### src/rtl/carfield_reg_arb.sv
// Round-robin arbiter sharing the Carfield external register port among NumReq requesters.
// Optional stalled-access abort enabled by defining CARFIELD_REG_ARB_TIMEOUT_EN.
module carfield_reg_arb #(
  parameter int unsigned NumReq        = 3,
  parameter int unsigned AddrWidth     = 48,
  parameter int unsigned DataWidth     = 32,
  parameter int unsigned TimeoutCycles = 256,
  localparam int unsigned StrbWidth    = DataWidth / 8,
  localparam int unsigned IdxWidth     = (NumReq > 1) ? $clog2(NumReq) : 1
) (
  input  logic                                clk_i,
  input  logic                                rst_i,
  input  logic [NumReq-1:0]                   req_valid_i,
  input  logic [NumReq-1:0]                   req_write_i,
  input  logic [NumReq-1:0][AddrWidth-1:0]    req_addr_i,
  input  logic [NumReq-1:0][DataWidth-1:0]    req_wdata_i,
  input  logic [NumReq-1:0][StrbWidth-1:0]    req_wstrb_i,
  output logic [NumReq-1:0]                   req_ready_o,
  output logic [DataWidth-1:0]                req_rdata_o,
  output logic [NumReq-1:0]                   req_error_o,
  output logic                                dev_valid_o,
  output logic                                dev_write_o,
  output logic [AddrWidth-1:0]                dev_addr_o,
  output logic [DataWidth-1:0]                dev_wdata_o,
  output logic [StrbWidth-1:0]                dev_wstrb_o,
  input  logic                                dev_ready_i,
  input  logic [DataWidth-1:0]                dev_rdata_i,
  input  logic                                dev_error_i,
  output logic                                timeout_o,
  output logic [IdxWidth-1:0]                 grant_idx_o
);

  if (NumReq < 2 || TimeoutCycles < 2) begin : g_bad_cfg
    $error("carfield_reg_arb: NumReq and TimeoutCycles must both be >= 2");
  end

  typedef enum logic {IDLE, BUSY} state_e;

  state_e              state;
  logic [IdxWidth-1:0] rr_ptr, grant_q, winner, ptr_next;
  logic [IdxWidth:0]   idx;
  logic                any_valid, busy, done, abort;

  // First valid requester at or above rr_ptr, wrapping at NumReq.
  always_comb begin
    winner    = rr_ptr;
    any_valid = 1'b0;
    idx       = '0;
    for (int i = 0; i < NumReq; i++) begin
      idx = {1'b0, rr_ptr} + (IdxWidth+1)'(i);
      if (idx >= (IdxWidth+1)'(NumReq)) idx = idx - (IdxWidth+1)'(NumReq);
      if (!any_valid && req_valid_i[idx[IdxWidth-1:0]]) begin
        winner    = idx[IdxWidth-1:0];
        any_valid = 1'b1;
      end
    end
  end

  assign ptr_next = (grant_q == IdxWidth'(NumReq-1)) ? '0 : grant_q + IdxWidth'(1);
  assign busy     = (state == BUSY);
  assign done     = busy && dev_ready_i;

`ifdef CARFIELD_REG_ARB_TIMEOUT_EN
  localparam int unsigned CntWidth = $clog2(TimeoutCycles);
  logic [CntWidth-1:0] cnt_q;
  // A late dev_ready_i in the final cycle still wins over the abort.
  assign abort = busy && !dev_ready_i && (cnt_q == CntWidth'(TimeoutCycles-1));
`else
  assign abort = 1'b0;
`endif

  always_ff @(posedge clk_i) begin
    if (rst_i) begin
      state   <= IDLE;
      rr_ptr  <= '0;
      grant_q <= '0;
`ifdef CARFIELD_REG_ARB_TIMEOUT_EN
      cnt_q   <= '0;
`endif
    end else begin
      case (state)
        IDLE: if (any_valid) begin
          grant_q <= winner;
          state   <= BUSY;
`ifdef CARFIELD_REG_ARB_TIMEOUT_EN
          cnt_q   <= '0;
`endif
        end
        BUSY: if (done || abort) begin
          rr_ptr <= ptr_next;
          state  <= IDLE;
        end else begin
`ifdef CARFIELD_REG_ARB_TIMEOUT_EN
          cnt_q  <= cnt_q + CntWidth'(1);
`endif
        end
      endcase
    end
  end

  assign dev_valid_o = busy;
  assign dev_write_o = busy && req_write_i[grant_q];
  assign dev_addr_o  = busy ? req_addr_i[grant_q]  : '0;
  assign dev_wdata_o = busy ? req_wdata_i[grant_q] : '0;
  assign dev_wstrb_o = busy ? req_wstrb_i[grant_q] : '0;

  always_comb begin
    req_ready_o = '0;
    req_error_o = '0;
    for (int i = 0; i < NumReq; i++) begin
      if (grant_q == IdxWidth'(i)) begin
        req_ready_o[i] = done || abort;
        req_error_o[i] = done ? dev_error_i : abort;
      end
    end
  end

  assign req_rdata_o = done ? dev_rdata_i : '0;
  assign timeout_o   = abort;
  assign grant_idx_o = grant_q;

endmodule

### config.mk
export PLATFORM = sky130hd
export DESIGN_NAME = carfield_reg_arb
export DESIGN_NICKNAME = d
export VERILOG_FILES = /design/src/rtl/carfield_reg_arb.sv
export SDC_FILE = /design/constraint.sdc
export NUM_CORES = 1
export LEC_CHECK = 0
export ABC_AREA = 0
export CAP_MARGIN = 20
export CORE_AREA = 8 8 158 160
export DETAILED_ROUTE_END_ITERATION = 12
export DIE_AREA = 0 0 166 168
export GPL_TIMING_DRIVEN = 1
export SETUP_SLACK_MARGIN = 0.4
export SYNTH_ARGS = -nofsm -noshare
export SYNTH_HDL_FRONTEND = slang
export SYNTH_SLANG_ARGS = --single-unit
### constraint.sdc
create_clock -name clk_i -period 3.44 [get_ports clk_i]
set_clock_uncertainty 0.2 [all_clocks]
set_input_delay 0.688 -clock clk_i [delete_from_list [all_inputs] [get_ports clk_i]]
set_output_delay 0.688 -clock clk_i [all_outputs]
set_load 0.05 [all_outputs]
==> summary.txt, run 1 <==
Run status
  • Outcome: complete, no violations

Global route
  • Number of antenna violations at the first check in global routing: 0
  • Grt total ovfl: 0
  • Vias in the first global route: ~5000
  • GR Util All Layers: 0.1364
  • First-pass GRT wire length: roughly 31 mm
  • Largest net degree at the start of global routing: 89

Min path
  • Worst hold endpoint: rr_ptr[0]
  • Hold path start: rr_ptr[0]
  • Worst hold path class: flip-flop to flip-flop
  • Hold Path Stages: 2

Routing
  • Routed vias: around 4800
  • Routed vias/inst: about 4.2
  • DRT antenna net count: 0
  • Starting DRC count in detailed routing: 178
  • Residual DRC: 0
  • Routed WL per cell: ~18 um
  • DRT Pass-1 Iters: 4
  • Detailed Route WL: 20.72 mm

Floorplan
  • Die area: around 28000 um^2
  • Floorplan row count: 55
  • Die Width: approximately 170 um
  • Initial Utilization: 0.1314
  • Die Ht: ~170 um
  • Core area: between 20000 and 25000 um^2
  • IO Pins: about 420

Synthesis
  • Net Count, Synth: about 770
  • Async set-reset flop share out of synthesis: 0
  • Synth cell types: 24
  • Synth top area share: 0.2998
  • YS warnings: 0
  • Mapped Avg Cell Area: 6.237 um^2
  • Mapped Area: a little under 3000 um^2
  • Ranking of synthesized cells by area: mux2i_1, nor2b_1, a21oi_1
  • Post-synth top area cell: mux2i_1
  • Synth Instances: ~470
  • Dominant synthesized flop cell: dfxtp_1
  • Seq/Total Area, Yosys: 0.03407
  • Yosys reg bits: 5
  • EDFF count, synth: 0
  • Synth cell count leaders: nor2_1, a21oi_1, mux2i_1
  • Most instantiated library cell after synthesis: nor2_1

Pwr
  • Peak VDD IR: ~0.21 mV
  • Power per cell area: 274.8 nW/um^2
  • Switching power: ~1.1 mW
  • Part of the power in combinational logic: 0.887
  • Clock power share: 0.077
  • Internal power: between 1 and 1.5 mW
  • P_leak: 3.415 nW
  • Sw frac: 0.4658
  • Seq pwr share: 0.036

Timing
  • RSZ-0062 raised after global routing: false
  • Endpoints failing hold: 0
  • Pins Over Slew Limit: 0
  • Setup Viol. Count Final: 0
  • Min Clock Period, post-route: 2921 ps
  • Final WS setup: between 500 and 600 ps
  • Fin Setup TNS: 0 ps
  • Worst Tran Pin Value: 521.6 ps
  • Final worst path period share: 0.8493
  • Fmax: roughly 340 MHz
  • Rel. slew slack: 0.6523

Placed design
  • RD Place Congestion: about 0.78
  • # port buffers: 419
  • Hpwl dp: 17.24 mm
  • Pre-CTS setup slack: 514.3 ps

Setup path
  • Crit path max fanout: 5
  • WP data required: about 2600 ps
  • Worst Path Class, Setup: input port to output port
  • Reg2reg path depth: 7
  • Worst r2r src: rr_ptr[0]
  • RR Endpoint: grant_idx_o[1]
  • Crit path launch type: input port
  • CP arrival: 2030 ps
  • R2r setup slk: 1370 ps
  • CP Capture Type: output port

Layout
  • Proportion of layout cells with a drive suffix above 1: 0.2515
  • Area Overhead vs Synth: 205.0%
  • Antenna fix cells: 0
  • Nets: 1157
  • Fill cells: 2279

Clock tree
  • H-tree depth: 1
  • CTS root buf: clkbuf_16
  • CTS buffer count: 3
  • CTS tree: yes
  • Cts hold-fix bufs: 0
  • Worst-Skew Late Latency: about 230 ps
  • # clock sinks: 5
  • Clock-pin slew of the registers on the worst-case setup and hold paths: ~30 ps
  • Clk buf depth: 2

Run
  • MaxCap Viol Count: 0
==> registers in the layout, summed over array words and instances, names as in the netlist <==
register	count
grant_idx_o	2
dev_valid_o	1
rr_ptr	2
==> worst max-delay path, cell delays in order <==
cell	delay [ps]
clkdlybuf4s50_1	470
nand2_1	170
nor3_2	320
and2_1	230
buf_12	150
==> kinds of logic after synthesis <==
family / count (synthesis) / synth area share
other: 1 / 0.001276
buffers and inverters: 50 / 0.07581
adder cells (fa/ha/maj): 3 / 0.01278
AND/OR/NAND/NOR: 226 / 0.3969
multiplexers: 88 / 0.2998
AO/OA/AOI/OAI: 98 / 0.1793
flip-flops: 5 / 0.03407
==> final cells by class <==
cell class / instances / area (um^2) / share of cell area
multi-input cells: 416 / 2819 / 0.3146
well taps: 285 / 356.6 / 0.03979
clock buffers: 4 / 78.83 / 0.008796
inverters: 4 / 15.01 / 0.001676
repair buffers: 430 / 5583 / 0.6230
flip-flops and latches: 5 / 108.9 / 0.01215
==> per-layer routing <==
metal / part of all wire / wire [um] / vias up / track usage
met4: 0.0082 / 169 / 0 / 0.01897
met5: 0 / 0 / - / 0
li1: - / - / 2387 / -
met2: 0.51 / 10570 / 241 / 0.2520
met3: 0.086 / 1786 / 11 / 0.04397
met1: 0.40 / 8198 / 2160 / 0.1537
==> how the worst max path moves through the flow <==
stage,start,endpoint,slack (ps),depth (start not counted)
after global placement,dev_ready_i,req_error_o[0],570,5
after global routing,dev_ready_i,req_error_o[1],400,5
after detailed placement,dev_ready_i,req_error_o[0],510,5
after CTS,grant_idx_o[1],dev_write_o,450,6
final,dev_ready_i,req_error_o[0],520,5
after floorplan,dev_valid_o,req_error_o[0],340,3
==> power by group through the flow <==
stage	Sequential, mW	Combinational [mW]	Clock, mW
floorplan	0.0827	1.07	0
global placement	0.0973	2.18	0
detailed placement	0.0974	2.19	0
CTS	0.0965	2.20	0.192
global route	0.0917	2.30	0.197
finish	0.0892	2.18	0.190
==> layout by cell type, fill, tap and decap left out, types with 2 or more instances in the layout <==
cell	instances
ha_1	3
mux2i_1	88
buf_12	129
o32ai_1	2
clkdlybuf4s50_1	296
nor3_2	2
and2_1	3
a211o_1	2
nand3b_1	2
clkbuf_16	3
buf_4	5
inv_1	4
and3_1	32
nor3_1	3
nor2b_1	15
dfxtp_4	2
nor2b_2	70
a21oi_1	88
nor2_1	92
nand2_1	4
dfxtp_1	2
o21ai_2	2
==> per-stage QoR <==
stage          total power [mW]  hold slack (ps)    util  cell area (um^2)  cells
2_1_floorplan             1.151            309.6       -              3134    471
6_report                  2.462            418.2  0.4007              8961   1144
5_1_grt                   2.592            434.6  0.4007              8961   1144
3_5_place_dp              2.289            394.6  0.3963              8862   1139
4_1_cts                   2.485            414.6  0.3998              8941   1143
3_3_place_gp              2.280            437.9  0.3963              8862   1139
==> repair_timing <==
item                       4_1_cts  5_1_grt
resized for setup                0        0
setup buffers                    0        1
setup endpoints to repair        0        1
(Power assumes the default switching activity.)
==> run 2: changes to the inputs <==
Settings changed: CORE_AREA 8 8 158 160 to 8 8 156 158, DIE_AREA 0 0 166 168 to 0 0 164 166.
Clock period 3.44 ns to 2.5 ns, I/O delays scaled along.
==> summary.txt, run 2 (synthesis gave the netlist of run 1 again) <==
Min path
  • Worst hold path class: flip-flop to flip-flop
  • Hold Path Stages: 2 (unchanged)

Timing
  • Fin Setup TNS: 0 ps (unchanged)
  • Pins Over Slew Limit: 0 (unchanged)
  • Min Clock Period, post-route: approximately 2300 ps
  • Final WS setup: 183.4 ps (-335.2 ps)
  • Final worst path period share: 0.9267
  • Endpoints failing hold: 0 (unchanged)
  • Fmax: around 430 MHz
  • RSZ-0062 raised after global routing: true
  • Setup Viol. Count Final: 0 (unchanged)

Floorplan
  • Core area: 22090 um^2 (-1.2%)
  • Floorplan row count: 55 (unchanged)
  • Die Ht: 166 um (-1.2%)
  • Die Width: 164 um (-1.2%)
  • Die area: 27220 um^2 (-2.4%)
  • Initial Utilization: 0.1330 (+0.001637)
  • IO Pins: 421 (unchanged)

Global route
  • Number of antenna violations at the first check in global routing: 0 (unchanged)
  • Grt total ovfl: 0 (unchanged)
  • Largest net degree at the start of global routing: 50 (-44%)
  • Vias in the first global route: 5402 (+7.4%)
  • GR Util All Layers: 0.1554 (+0.01900)
  • First-pass GRT wire length: 33.33 mm (+8.7%)

Setup path
  • Slowest-stage cell, CP: dfxtp_4
  • Worst Path Class, Setup: flip-flop to output port
  • WP data required: 1800 ps (-750 ps)
  • Crit path max fanout: 8 (+3)
  • Crit-path cells: buf_12, nor2_4, buf_12, clkbuf_16, a21oi_2, nor2b_4, buf_12
  • CP arrival: 1620 ps (-410 ps)
  • CP Capture Type: output port
  • Reg2reg path depth: 7 (unchanged)
  • Cell mode on critical path: buf_12
  • R2r setup slk: 600 ps (-770 ps)
  • Max incr delay on CP: 360 ps (-110 ps)
  • Crit path launch type: flip-flop

Layout
  • Fin util: 0.5027 (+0.1021)
  • Commonest cells after routing, fill and taps aside: clkdlybuf4s50_1, buf_12, nor2_1, nor2b_4, mux2i_1
  • Area Overhead vs Synth: 278.0%
  • Register area: 112.6 um^2 (+3.4%)
  • Most common cell after layout, fill and taps aside: clkdlybuf4s50_1
  • Post-Layout Cell Count: 1193 (+4.3%)
  • Antenna fix cells: 0 (unchanged)
  • Area used by multi-input combinational logic: 4030 um^2 (+43%)
  • Fill cells: 1980 (-13%)
  • Nets: 1206 (+4.2%)
  • Proportion of layout cells with a drive suffix above 1: 0.4251 (+0.1737)

Routing
  • Routed vias: 5213 (+8.6%)
  • Detailed Route WL: 24.10 mm (+16%)
  • DRT Pass-1 Iters: 4 (unchanged)
  • Routed WL per cell: 20.20 um (+12%)
  • Starting DRC count in detailed routing: 151 (-15%)
  • Routed vias/inst: 4.370 (+4.2%)
  • DRT antenna net count: 0 (unchanged)
  • Residual DRC: 0 (unchanged)

Clock tree
  • Worst-Skew Late Latency: 230 ps (about the same)
  • H-tree depth: 1 (unchanged)
  • # clock sinks: 5 (unchanged)
  • Cts hold-fix bufs: 0 (unchanged)
  • CTS tree: yes
  • Clk buf depth: 2 (unchanged)
  • Clock-pin slew of the registers on the worst-case setup and hold paths: 30 ps (about the same)
  • CTS buffer count: 3 (unchanged)
  • CTS root buf: clkbuf_16

Placed design
  • RD Place Congestion: 0.7844 (+0.89%)
  • Placed insts: 1147 (+0.70%)
  • # port buffers: 419 (unchanged)
  • Pre-CTS setup slack: 44.21 ps (-470.1 ps)
  • Hpwl dp: 17.52 mm (+1.6%)

Run status
  • Outcome: complete, no violations

Run
  • MaxCap Viol Count: 0 (unchanged)

Pwr
  • Final Total Pwr: 4.357 mW (+77%)
  • Power per cell area: 392.4 nW/um^2 (+43%)
  • Peak VDD IR: 0.1941 mV (-8.2%)
  • P_leak: 4.245 nW (+24%)
-- run 2: area by class of cell --
type,instances,area share
clock buffer,4,0.007098
timing repair buffer,479,0.5860
sequential,5,0.01014
inverter,4,0.001803
multi-input combinational,416,0.3629
tap,285,0.03211
-- run 2: per-stage QoR --
step	area, um^2	hold WS (ps)
2_1_floorplan	3792	309.6
3_3_place_gp	9595	374.1
3_5_place_dp	9595	375.0
4_1_cts	10360	375.4
5_1_grt	11110	385.8
6_report	11110	359.4
-- run 2: final timing paths --
path                    end           start
max          dev_wdata_o[7]  grant_idx_o[1]
min               rr_ptr[0]       rr_ptr[0]
max reg2reg  grant_idx_o[1]       rr_ptr[0]
min reg2reg       rr_ptr[0]       rr_ptr[0]
-- run 2: per-layer routing --
| metal | global-route usage | part of all wire |
|---|---|---|
| met5 | 0 | 0 |
| met1 | 0.1675 | 0.36 |
| met3 | 0.04536 | 0.084 |
| met2 | 0.2964 | 0.54 |
| met4 | 0.02096 | 0.014 |
-- run 2: what timing repair did --
action                                  4_1_cts  5_1_grt
endpoints found under the hold margin         0        0
gates resized for setup                      94       58
endpoints found under the setup margin      123      116
pin swaps                                     9       44
setup buffers                                13        9
gates cloned                                  7       13
-- run 2: critical path, delay by kind of cell, from the launching register on --
kind | cells | cell delay [ps]
AO/OA/AOI/OAI | 1 | 70
buffers and inverters | 4 | 670
flip-flops | 1 | 360
AND/OR/NAND/NOR | 2 | 260
-- run 2: power breakdown --
group          internal (mW)  total, mW  switching, mW
Combinational           2.06       3.99           1.92
Clock                  0.211      0.263         0.0519
Sequential            0.0894      0.108         0.0185
